--- src/rtl/tone_sequencer.sv ---
// tone_sequencer: square-wave tone generator with a manual and a sequence mode.
//
// Divisors for the eight notes are elaborated from CLK_FREQ. In manual mode the note
// follows note_sel while enable is high. In sequence mode the eight notes play in order,
// NOTE_MS each, optionally looping. A new divisor only takes effect at a toggle of
// outCLK, so a note change never shortens or stretches a half-period.
//
// Ports:
//   CLOCK_50M  in   system clock
//   reset      in   synchronous active-high reset
//   mode       in   0 = manual, 1 = sequence
//   enable     in   manual: tone on while high
//   note_sel   in   manual: note index 0..7
//   start      in   sequence: level-sampled start request
//   loop       in   sequence: wrap to note 0 after note 7
//   outCLK     out  square-wave tone
//   busy       out  tone active
//   note_idx   out  index of the sounding note
//   done       out  one-cycle pulse when a non-looping sequence completes
module tone_sequencer #(
    parameter int unsigned CLK_FREQ = 50_000_000,
    parameter int unsigned NOTE_MS  = 250,
    parameter int unsigned DIV_W    = 17,
    parameter int unsigned DUR_W    = 24
) (
    input  logic       CLOCK_50M,
    input  logic       reset,
    input  logic       mode,
    input  logic       enable,
    input  logic [2:0] note_sel,
    input  logic       start,
    input  logic       loop,
    output logic       outCLK,
    output logic       busy,
    output logic [2:0] note_idx,
    output logic       done
);

    // Half-period terminal counts: CLK_FREQ / (2 * f) - 1, truncated.
    localparam logic [DIV_W-1:0] HALF0 = DIV_W'(CLK_FREQ / (2 * 523) - 1);
    localparam logic [DIV_W-1:0] HALF1 = DIV_W'(CLK_FREQ / (2 * 587) - 1);
    localparam logic [DIV_W-1:0] HALF2 = DIV_W'(CLK_FREQ / (2 * 659) - 1);
    localparam logic [DIV_W-1:0] HALF3 = DIV_W'(CLK_FREQ / (2 * 698) - 1);
    localparam logic [DIV_W-1:0] HALF4 = DIV_W'(CLK_FREQ / (2 * 784) - 1);
    localparam logic [DIV_W-1:0] HALF5 = DIV_W'(CLK_FREQ / (2 * 880) - 1);
    localparam logic [DIV_W-1:0] HALF6 = DIV_W'(CLK_FREQ / (2 * 988) - 1);
    localparam logic [DIV_W-1:0] HALF7 = DIV_W'(CLK_FREQ / (2 * 1046) - 1);

    localparam logic [DUR_W-1:0] NOTE_CYC = DUR_W'(CLK_FREQ / 1000 * NOTE_MS - 1);

    function automatic logic [DIV_W-1:0] half_lut(input logic [2:0] idx);
        case (idx)
            3'd0:    return HALF0;
            3'd1:    return HALF1;
            3'd2:    return HALF2;
            3'd3:    return HALF3;
            3'd4:    return HALF4;
            3'd5:    return HALF5;
            3'd6:    return HALF6;
            default: return HALF7;
        endcase
    endfunction

    typedef enum logic [1:0] {StIdle, StManual, StPlay, StFinish} state_e;

    state_e           state_q;
    logic [DIV_W-1:0] cnt_q;
    logic [DIV_W-1:0] cur_half_q;
    logic [DUR_W-1:0] dur_q;

    logic       half_hit;
    logic       dur_end;
    logic [2:0] seq_next_idx;

    assign half_hit = (cnt_q == cur_half_q);
    assign dur_end  = (dur_q == NOTE_CYC);

    // Note index in effect after this edge; a toggle on the same edge as a note
    // boundary picks up the new divisor immediately.
    always_comb begin
        seq_next_idx = note_idx;
        if (dur_end) begin
            seq_next_idx = (note_idx == 3'd7) ? 3'd0 : note_idx + 3'd1;
        end
    end

    always_ff @(posedge CLOCK_50M) begin
        if (reset) begin
            state_q    <= StIdle;
            cnt_q      <= '0;
            cur_half_q <= '0;
            dur_q      <= '0;
            outCLK     <= 1'b0;
            busy       <= 1'b0;
            note_idx   <= 3'd0;
            done       <= 1'b0;
        end else begin
            done <= 1'b0;
            unique case (state_q)
                StIdle: begin
                    outCLK <= 1'b0;
                    busy   <= 1'b0;
                    cnt_q  <= '0;
                    dur_q  <= '0;
                    if (!mode && enable) begin
                        state_q    <= StManual;
                        busy       <= 1'b1;
                        note_idx   <= note_sel;
                        cur_half_q <= half_lut(note_sel);
                    end else if (mode && start) begin
                        state_q    <= StPlay;
                        busy       <= 1'b1;
                        note_idx   <= 3'd0;
                        cur_half_q <= HALF0;
                    end
                end

                StManual: begin
                    if (mode || !enable) begin
                        state_q <= StIdle;
                        busy    <= 1'b0;
                        outCLK  <= 1'b0;
                        cnt_q   <= '0;
                    end else if (half_hit) begin
                        outCLK     <= ~outCLK;
                        cnt_q      <= '0;
                        note_idx   <= note_sel;
                        cur_half_q <= half_lut(note_sel);
                    end else begin
                        cnt_q <= cnt_q + DIV_W'(1);
                    end
                end

                StPlay: begin
                    if (!mode) begin
                        // Abort: no done pulse.
                        state_q <= StIdle;
                        busy    <= 1'b0;
                        outCLK  <= 1'b0;
                        cnt_q   <= '0;
                        dur_q   <= '0;
                    end else begin
                        if (half_hit) begin
                            outCLK     <= ~outCLK;
                            cnt_q      <= '0;
                            cur_half_q <= half_lut(seq_next_idx);
                        end else begin
                            cnt_q <= cnt_q + DIV_W'(1);
                        end

                        if (dur_end) begin
                            dur_q <= '0;
                            if (note_idx == 3'd7 && !loop) begin
                                state_q <= StFinish;
                                done    <= 1'b1;
                                busy    <= 1'b0;
                                outCLK  <= 1'b0;
                                cnt_q   <= '0;
                            end else begin
                                note_idx <= seq_next_idx;
                            end
                        end else begin
                            dur_q <= dur_q + DUR_W'(1);
                        end
                    end
                end

                StFinish: begin
                    state_q <= StIdle;
                    busy    <= 1'b0;
                    outCLK  <= 1'b0;
                    cnt_q   <= '0;
                    dur_q   <= '0;
                end

                default: begin
                    state_q <= StIdle;
                end
            endcase
        end
    end

endmodule

--- config.mk ---
export PLATFORM = sky130hd
export DESIGN_NAME = tone_sequencer
export DESIGN_NICKNAME = d
export VERILOG_FILES = /design/src/rtl/tone_sequencer.sv
export SDC_FILE = /design/constraint.sdc
export NUM_CORES = 1
export LEC_CHECK = 0
export BUFFER_PORTS_ARGS = -buffer_cell sky130_fd_sc_hd__buf_2
export CAP_MARGIN = 5
export CORE_AREA = 10 10 113 85
export DETAILED_ROUTE_END_ITERATION = 10
export DIE_AREA = 0 0 123 95
export GPL_TIMING_DRIVEN = 0
export PLACE_DENSITY = 0.74
export SKIP_LAST_GASP = 1
export SYNTH_ARGS = -nofsm -noshare
export SYNTH_HDL_FRONTEND = slang
export SYNTH_SLANG_ARGS = --single-unit
--- constraint.sdc ---
create_clock -name CLOCK_50M -period 2.3 [get_ports CLOCK_50M]
set_input_delay 0.46 -clock CLOCK_50M [delete_from_list [all_inputs] [get_ports CLOCK_50M]]
set_output_delay 0.46 -clock CLOCK_50M [all_outputs]
set_load 0.01 [all_outputs]
# Word-level counts from Yosys, hierarchy flattened
# Index checks and enable logic that the tools add are counted.
dict set report totals {
  reg_bits 66
  wordCells 110
  inputBits 9
}
dict set report classes {
  addsub 3
  muxes 49
  n_eq_ne 28
  bitwise_logic 4
  n_reduce_logical 18
}
# op n
set op_table {}
lappend op_table {{16-bit case mux with 7 select lines} 2}
lappend op_table {{17-bit two-way mux} 11}
lappend op_table {{17-bit case mux with 3 select lines} 2}
lappend op_table {{24-bit two-way mux} 2}
lappend op_table {{24-bit case mux with 2 select lines} 1}
lappend op_table {{3-bit two-way mux} 9}
lappend op_table {{24-bit by 1-bit adder with 24-bit output, second input constant} 1}
lappend op_table {{24-bit == test, second input constant} 1}
lappend op_table {{3-bit == test, second input constant} 7}
lappend op_table {{17-bit by 1-bit adder with 17-bit output, second input constant} 1}
lappend op_table {{17-bit == test} 1}
lappend op_table {{2-bit inequality test, second input constant} 7}
lappend op_table {{3-bit by 2-bit == test with 1-bit output, second input constant} 4}
lappend op_table {{1-bit two-way mux} 12}
lappend op_table {{2-bit two-way mux} 6}
lappend op_table {{3-bit inequality test, second input constant} 3}
lappend op_table {{3-bit case mux with 3 select lines} 1}
lappend op_table {{2-bit case mux with 4 select lines} 1}
lappend op_table {{7-bit AND reduction} 1}
lappend op_table {{3-bit by 1-bit == test with 1-bit output, second input constant} 2}
lappend op_table {{3-bit zero test} 2}
lappend op_table {{6-bit AND reduction} 1}
lappend op_table {{2-bit == test, second input constant} 2}
lappend op_table {{1-bit inverter} 4}
lappend op_table {{14 further kinds} 18}

# Longest topological paths before layout
# Gate-level depths: netlist (run 1).
dict set report logic_depth {
  ltp_word 8
  depth_mapped 10
  ltp_nobuf 8
}

# Worst setup path before layout (run 1)
# OpenSTA, ideal clock, no wires.
dict set report synth_path {
  kind {register to register}
  from {register dur_q[5]}
  to {register cur_half_q[7]}
  path_slack_ns 0.010
  required_time_ns 2.163
  setup_ns 0.137
  stages_incl_launch_ff 7
  path_buffers 1
  arrival_ns 2.153
  cell_sequence {dfxtp_1 > or4b_4 > or4_4 > buf_6 > or4_1 > o2111ai_1 > a31oi_1}
}
dict set report synth_via {
  elab_chain_len 7
}
# element line
set synth_rtl {}
lappend synth_rtl {{start, declared} 69} ;# logic [DUR_W-1:0] dur_q;
lappend synth_rtl {{start signal, assigned} 163} ;# dur_q <= dur_q + DUR_W'(1);
lappend synth_rtl {{24-bit == test (*)} 76} ;# assign dur_end = (dur_q == NOTE_CYC);
lappend synth_rtl {{3-bit two-way mux (*)} 82} ;# if (dur_end) begin
lappend synth_rtl {{3-bit == test, or another cell as far along} 52} ;# case (idx)
lappend synth_rtl {{16-bit case mux with 7 select lines (*)} 52}
lappend synth_rtl {{17-bit two-way mux (*)} 143} ;# if (half_hit) begin
lappend synth_rtl {{17-bit two-way mux (*)} 135} ;# if (!mode) begin
lappend synth_rtl {{17-bit case mux with 3 select lines (*)} 99} ;# unique case (state_q)
lappend synth_rtl {{end signal, assigned} 109} ;# cur_half_q <= half_lut(note_sel);
lappend synth_rtl {{end signal, assigned} 128} ;# cur_half_q <= half_lut(note_sel);
lappend synth_rtl {{end signal, assigned} 146} ;# cur_half_q <= half_lut(seq_next_idx);
lappend synth_rtl {{end, declared} 68} ;# logic [DIV_W-1:0] cur_half_q;
# Every way passes the cells marked *; elsewhere a longest branch is shown, timed or not. The select of a mux whose other input is x is not followed.
# A chain may end at the register's enable or synchronous reset.

# Final worst setup path (run 1)
dict set report layout_path {
  from {register dur_q[5]}
  to {register cur_half_q[9]}
}
# Same word-level chain as after synthesis.

==> impl_metrics.csv, run 1 <==
group,metric,value,unit
status,status,"finished with violations",
status,violations,"negative setup slack",
synthesis,yosys.area_share.simple,0.279,
clock_network,path_clk_slew,70,ps
global_routing,grt_pass1_vias,3766,
clock_network,insertion_delay,340,ps
min_path,min-delay-start,"cur_half_q[9]",
clock_network,cts_hold_buffers,0,
global_routing,grt_max_degree,11,
synthesis,synthAdderAreaFrac,0.0278,
timing,finalMaxSlewViolations,0,
detailed_routing,vias,4123,
timing,finalCriticalPeriod,2460,ps
clock_network,cts_buffer_depth,2,
floorplanning,chipHeight,95,µm
detailed_routing,ant_nets,0,
min_path,hold_class,"reg2reg",
pwr,leakage,1.83,nW
min_path,whs_endpoint,"cur_half_q[9]",
synthesis,synth_ff_type,"dfxtp_1",
critical_path,worstSetupPathType,"reg2reg",
placed_design,port_buffers,12,
critical_path,r2r_setup_slack,-160,ps
detailed_routing,drt_iter0_drc,498,
timing,hold_viol,0,
critical_path,crit_arrival,2660,ps
floorplanning,die_area,0.0117,mm²
synthesis,synth_edf_count,0,
detailed_routing,viasPerCell,6.21,
timing,finalSetupViolCount,30,
critical_path,reg2reg_from,"dur_q[5]",
critical_path,end_kind,"flop",
cells_and_area,final_common_cell,"dfxtp_1",
critical_path,worst_setup_path_start_kind,"flop",
global_routing,overflow,0,
clock_network,tritoncts,"yes",
cells_and_area,fin_util,0.653,
clock_network,htreeDepth,3,
critical_path,worstRegToRegCells,7,
global_routing,grt_pass1_wl,19100,µm
synthesis,ys_seq_elements,65,
detailed_routing,drcViolationCount,0,
floorplanning,die_w,123,µm
synthesis,yosys-mux-area-fraction,0.0229,
critical_path,worst-path-max-fanout,5,
synthesis,synth-compound-area-share,0.198,
pwr,vdd_ir_drop_max,0.334,mV
synthesis,syn_nets,534,
cells_and_area,seqCellArea,0.00132,mm²
global_routing,track_usage,0.204,
cells_and_area,multi_input_area,0.00291,mm²
placed_design,finalWeightedCongestion,0.936,
cells_and_area,fill_cells,629,
pwr,finalPower,3.22,mW
clock_network,cts_buffers,9,
timing,period_share,1.07,
synthesis,synth_xor_area_frac,0.110,
clock_network,clock-sinks,65,
critical_path,required,2500,ps
detailed_routing,drt_wl_total,12200,µm
floorplanning,core-area,0.00753,mm²
clock_network,cts-root-buf,"clkbuf_8",
synthesis,async_reset_ff_frac,0,
critical_path,regToRegEndpoint,"cur_half_q[9]",
floorplanning,pin_count,15,
detailed_routing,dr.pass1.iters,5,
synthesis,yosysWarningCount,0,
pwr,power_density,656,mW/mm²
synthesis,synth_top_family_by_area,"simple AND/OR/NAND/NOR gates",
synthesis,synthesis.area,0.00405,mm²
job,drv_cap,0,
timing,tightestPinTransition,708,ps
synthesis,syn_inst,516,
cells_and_area,antenna_cells,0,
placed_design,dpl.hpwl,8370,µm
timing,clock_skew,8.88,ps
synthesis,ys_types,68,
synthesis,ys_seq_area_frac,0.321,
timing,finalWorstSetupSlack,-158,ps
cells_and_area,syn2layout_area_growth,21.5,%
timing,relSlewSlack,0.528,
synthesis,syn_avg_cell_area,7.84,µm²
min_path,whs_path_depth,2,
floorplanning,rows,27,
cells_and_area,final_nets,577,
detailed_routing,wl_per_cell,18.3,µm
floorplanning,initial_utilization,0.537,
timing,rsz0062_at_grt,"yes",
timing,max_freq,407,MHz
cells_and_area,final_layout_size_suffix_gt1_frac,0.217,
cells_and_area,final_cell_mix,"dfxtp_1, nor2_1, nand2_1, a21oi_1, o21ai_0",
global_routing,antenna_found_initial,0,
==> per-stage QoR <==
stage                     instances  cell area, µm²  hold slack [ps]  setup TNS (ps)  worst slack, ps
after floorplan                 516            4050              435               0             9.79
after global placement          629            4230              454          -11410             -429
after detailed placement        629            4230              469          -13410             -479
after CTS                       651            4590              476           -1940             -136
after global routing            664            4920              488           -5150             -215
final                           664            4920              482           -3350             -158
==> worst max path at each step <==
stage	start	endpoint	slack (ps)	cells past startpoint
6_report	dur_q[5]	cur_half_q[9]	-160	7
5_1_grt	dur_q[18]	cnt_q[5]	-210	9
4_1_cts	dur_q[5]	cur_half_q[9]	-140	7
3_5_place_dp	mode	cur_half_q[9]	-480	8
3_3_place_gp	mode	cur_half_q[9]	-430	8
2_1_floorplan	dur_q[5]	cur_half_q[7]	10	6
==> power breakdown <==
| part | total (mW) | switching, mW | internal [mW] | leakage (nW) |
|---|---|---|---|---|
| Combinational | 1.09 | 0.667 | 0.426 | 1.21 |
| Sequential | 1.30 | 0.0830 | 1.21 | 0.532 |
| Clock | 0.835 | 0.423 | 0.411 | 0.0822 |
==> cell type report <==
type / instances / share of cell area
Sequential cell: 65 / 0.267
Tap cell: 101 / 0.0257
Timing Repair Buffer: 32 / 0.0460
Inverter: 13 / 0.00992
Multi-Input combinational cell: 415 / 0.591
Buffer: 23 / 0.0267
Clock inverter: 3 / 0.00356
Clock buffer: 12 / 0.0295
==> what timing repair did <==
item / CTS / global route
cloned: 2 / 2
resized for setup: 38 / 63
pin swaps: 16 / 20
setup endpoints to repair: 58 / 52
buffers inserted: 7 / 11
==> flip-flops by register name, summed over array words and instances (netlist names) <==
| name | cells |
|---|---|
| state_q | 2 |
| done | 1 |
| dur_q | 24 |
| cnt_q | 17 |
| busy | 1 |
| note_idx | 3 |
| cur_half_q | 16 |
| outCLK | 1 |
==> cells by family (layout without fill, tap and decap cells) <==
family | after synthesis | in the layout
muxes | 9 | 9
adders and majority gates | 9 | 9
DFF | 65 | 65
and+or+nand+nor | 218 | 220
buffers and inverters | 38 | 83
xor gates and xnor gates | 51 | 51
AOI/OAI and AO/OA | 126 | 126
==> synthesized netlist by cell type (10+ instances only) <==
cell / count / area [µm²]
nor2_1: 66 / 248
dfxtp_1: 65 / 1300
nand2_1: 37 / 139
a21oi_1: 36 / 180
o21ai_0: 34 / 170
xor2_1: 30 / 263
nand3_1: 29 / 145
xnor2_1: 21 / 184
clkbuf_1: 19 / 71.3
inv_1: 13 / 48.8
nand2b_1: 10 / 62.6
nand4_1: 10 / 62.6
nor3_1: 10 / 50.1
==> per-layer routing <==
metal / part of all wire / vias up / wire [µm] / GRT usage
li1: - / 1938 / - / -
met1: 0.44 / 1918 / 5400 / 0.284
met2: 0.42 / 238 / 5100 / 0.294
met3: 0.12 / 29 / 1400 / 0.0566
met4: 0.022 / 0 / 262 / 0.0687
met5: 0 / - / 0 / 0
==> critical path: stages (launching register included) <==
cell and delay (ps):
dfxtp_4 340, or4b_4 550, or4_4 620, nor2_8 150
buf_6 120, o21ai_1 120, o311ai_4 300, a21oi_1 110
Note: power is estimated with default switching activity, not from simulation.
==> run 2, diff against run 1 <==
--- a/config.mk
+++ b/config.mk
@@ -10,7 +10,7 @@
 export CORE_AREA = 10 10 113 85
 export DETAILED_ROUTE_END_ITERATION = 10
 export DIE_AREA = 0 0 123 95
-export GPL_TIMING_DRIVEN = 0
+export GPL_TIMING_DRIVEN = 1
 export PLACE_DENSITY = 0.74
 export SKIP_LAST_GASP = 1
 export SYNTH_ARGS = -nofsm -noshare
==> run 2 against run 1 <==
Against the previous run: the flow still finishes with violations (negative setup slack); maximum frequency rose by 4.8%; sequential power barely moved; clock power rose by 38%; global-route usage rose by 0.31 points; critical endpoint is now cnt_q[15].
==> impl_metrics.csv, run 2 (synthesis results as in run 1) <==
group,metric,value,unit
timing,rsz0062_at_grt,"yes",
critical_path,crit_arrival,2590,ps
timing,max_freq,426,MHz
global_routing,grt_pass1_wl,19300,µm
cells_and_area,final_cell_mix,"dfxtp_1, nor2_1, buf_4, nand2_1, a21oi_1",
status,status,"finished with violations",
placed_design,port_buffers,14,
floorplanning,initial_utilization,0.537,
timing,finalSetupViolCount,17,
critical_path,slowest_stage,"or4b_4",
critical_path,reg2reg_from,"dur_q[5]",
job,drv_cap,0,
critical_path,end_kind,"flop",
critical_path,crit_start,"dur_q[5]",
detailed_routing,dr.pass1.iters,6,
cells_and_area,top_register,"dur_q",
detailed_routing,drcViolationCount,0,
pwr,internal-power,2.35,mW
timing,clock_skew,10.6,ps
clock_network,cts_buffers,9,
global_routing,grt_pass1_vias,3856,
timing,hold_viol,0,
cells_and_area,antenna_cells,0,
cells_and_area,final_common_cell,"dfxtp_1",
pwr,power_switching,1.14,mW
pwr,leakage,1.99,nW
pwr,combPwrFrac,0.300,
floorplanning,die_w,123,µm
floorplanning,pin_count,15,
cells_and_area,layoutNonFillerInstCount,677,
cells_and_area,largest_reg_flops,24,
global_routing,track_usage,0.207,
cells_and_area,syn2layout_area_growth,25.3,%
floorplanning,rows,27,
pwr,clkPwrFrac,0.330,
global_routing,grt_max_degree,26,
clock_network,cts_buffer_depth,2,
clock_network,insertion_delay,350,ps
timing,finalWorstSetupSlack,-45.9,ps
clock_network,cts-root-buf,"clkbuf_8",
min_path,hold_class,"reg2reg",
cells_and_area,final_nets,589,
pwr,power_density,689,mW/mm²
placed_design,finalWeightedCongestion,1.03,
timing,tightestPinTransition,545,ps
critical_path,required,2540,ps
placed_design,dpl.hpwl,8650,µm
timing,period_share,1.02,
status,violations,"negative setup slack",
critical_path,max_stage_delay,550,ps
detailed_routing,wl_per_cell,17.9,µm
critical_path,worstSetupPathType,"reg2reg",
clock_network,tritoncts,"yes",
cells_and_area,fill_cells,594,
pwr,finalPower,3.49,mW
timing,finalCriticalPeriod,2350,ps
pwr,switching_share,0.327,
critical_path,worst-path-max-fanout,8,
detailed_routing,viasPerCell,6.17,
timing,relSlewSlack,0.636,
detailed_routing,drt_iter0_drc,534,
floorplanning,chipHeight,95,µm
detailed_routing,vias,4179,
clock_network,cts_hold_buffers,0,
floorplanning,core-area,0.00753,mm²
detailed_routing,drt_wl_total,12100,µm
placed_design,placed_cells_incl_taps,654,
pwr,vdd_ir_drop_max,0.353,mV
cells_and_area,final_layout_size_suffix_gt1_frac,0.233,
clock_network,htreeDepth,3,
critical_path,cp_cell_sequence,"or4b_4 > or4_4 > nor3_4 > o32a_4 > or2_4 > clkbuf_16 > nor2_1",
cells_and_area,fin_util,0.673,
global_routing,antenna_found_initial,0,
timing,finalMaxSlewViolations,0,
timing,tns,-544,ps
detailed_routing,ant_nets,0,
global_routing,overflow,0,
floorplanning,die_area,0.0117,mm²
cells_and_area,reg_top3,"dur_q x24, cnt_q x17, cur_half_q x16",
pwr,p_seq_frac,0.369,
clock_network,clock-sinks,65,
clock_network,path_clk_slew,70,ps
critical_path,worst_setup_path_start_kind,"flop",
min_path,min-delay-start,"cnt_q[0]",
[run 2: changes by cell type in the layout (fill, tap and decap cells not counted), sizes merged]
cell	before	now
buf	39	66
or4	5	4
clkbuf	28	15
clkinvlp	1	0
nor2	68	67
bufinv	0	2
[run 2: worst max-delay path, delay by kind of cell (launching register included)]
kind | cells | cell delay [ps]
buffers and inverters | 1 | 170
DFF | 1 | 320
and+or+nand+nor | 5 | 1560
AOI/OAI and AO/OA | 1 | 190
[run 2: power by group through the flow]
| stage | Sequential, mW | Clock (mW) | Combinational [mW] |
|---|---|---|---|
| after global routing | 1.30 | 1.21 | 1.13 |
| final | 1.29 | 1.15 | 1.05 |
| after detailed placement | 1.31 | 0 | 0.945 |
| after floorplan | 1.30 | 0 | 0.638 |
| after CTS | 1.29 | 1.16 | 0.960 |
| after global placement | 1.31 | 0 | 0.926 |
[run 2: worst paths after layout]
kind | cells after the start | end | slack (ps)
worst min register to register | 1 | cnt_q[0] | 500
worst min-delay path | 1 | cnt_q[0] | 500
worst max register to register | 7 | cnt_q[15] | -50
worst max-delay path | 7 | cnt_q[15] | -50
[run 2: through the flow]
| step | hold slack [ps] | worst slack [ps] | instance area [µm²] |
|---|---|---|---|
| 2_1_floorplan | 435 | 9.79 | 4050 |
| 3_3_place_gp | 449 | 21.6 | 4540 |
| 3_5_place_dp | 489 | -3.26 | 4540 |
| 4_1_cts | 475 | -29.3 | 4790 |
| 5_1_grt | 514 | -81.0 | 5070 |
| 6_report | 497 | -45.9 | 5070 |
[run 2: final cells by class]
cell class              count  area, µm²  share of cell area
flip-flops and latches     65       1300               0.257
clock inverters             4       73.8              0.0146
inverters                  13       48.8             0.00962
well taps                 101        126              0.0249
clock buffers              12        165              0.0326
repair buffers             69        586               0.115
multi-input cells         413       2770               0.546
[run 2: routing by layer]
layer | share of wire | GRT usage
met1 | 0.46 | 0.291
met2 | 0.43 | 0.295
met3 | 0.093 | 0.0566
met4 | 0.023 | 0.0735
met5 | 0 | 0
[run 2: what timing repair did]
item,4_1_cts,5_1_grt
pin swaps,0,15
resized for setup,2,45
gates cloned,0,3
endpoints found under the setup margin,3,38
setup buffers,0,4
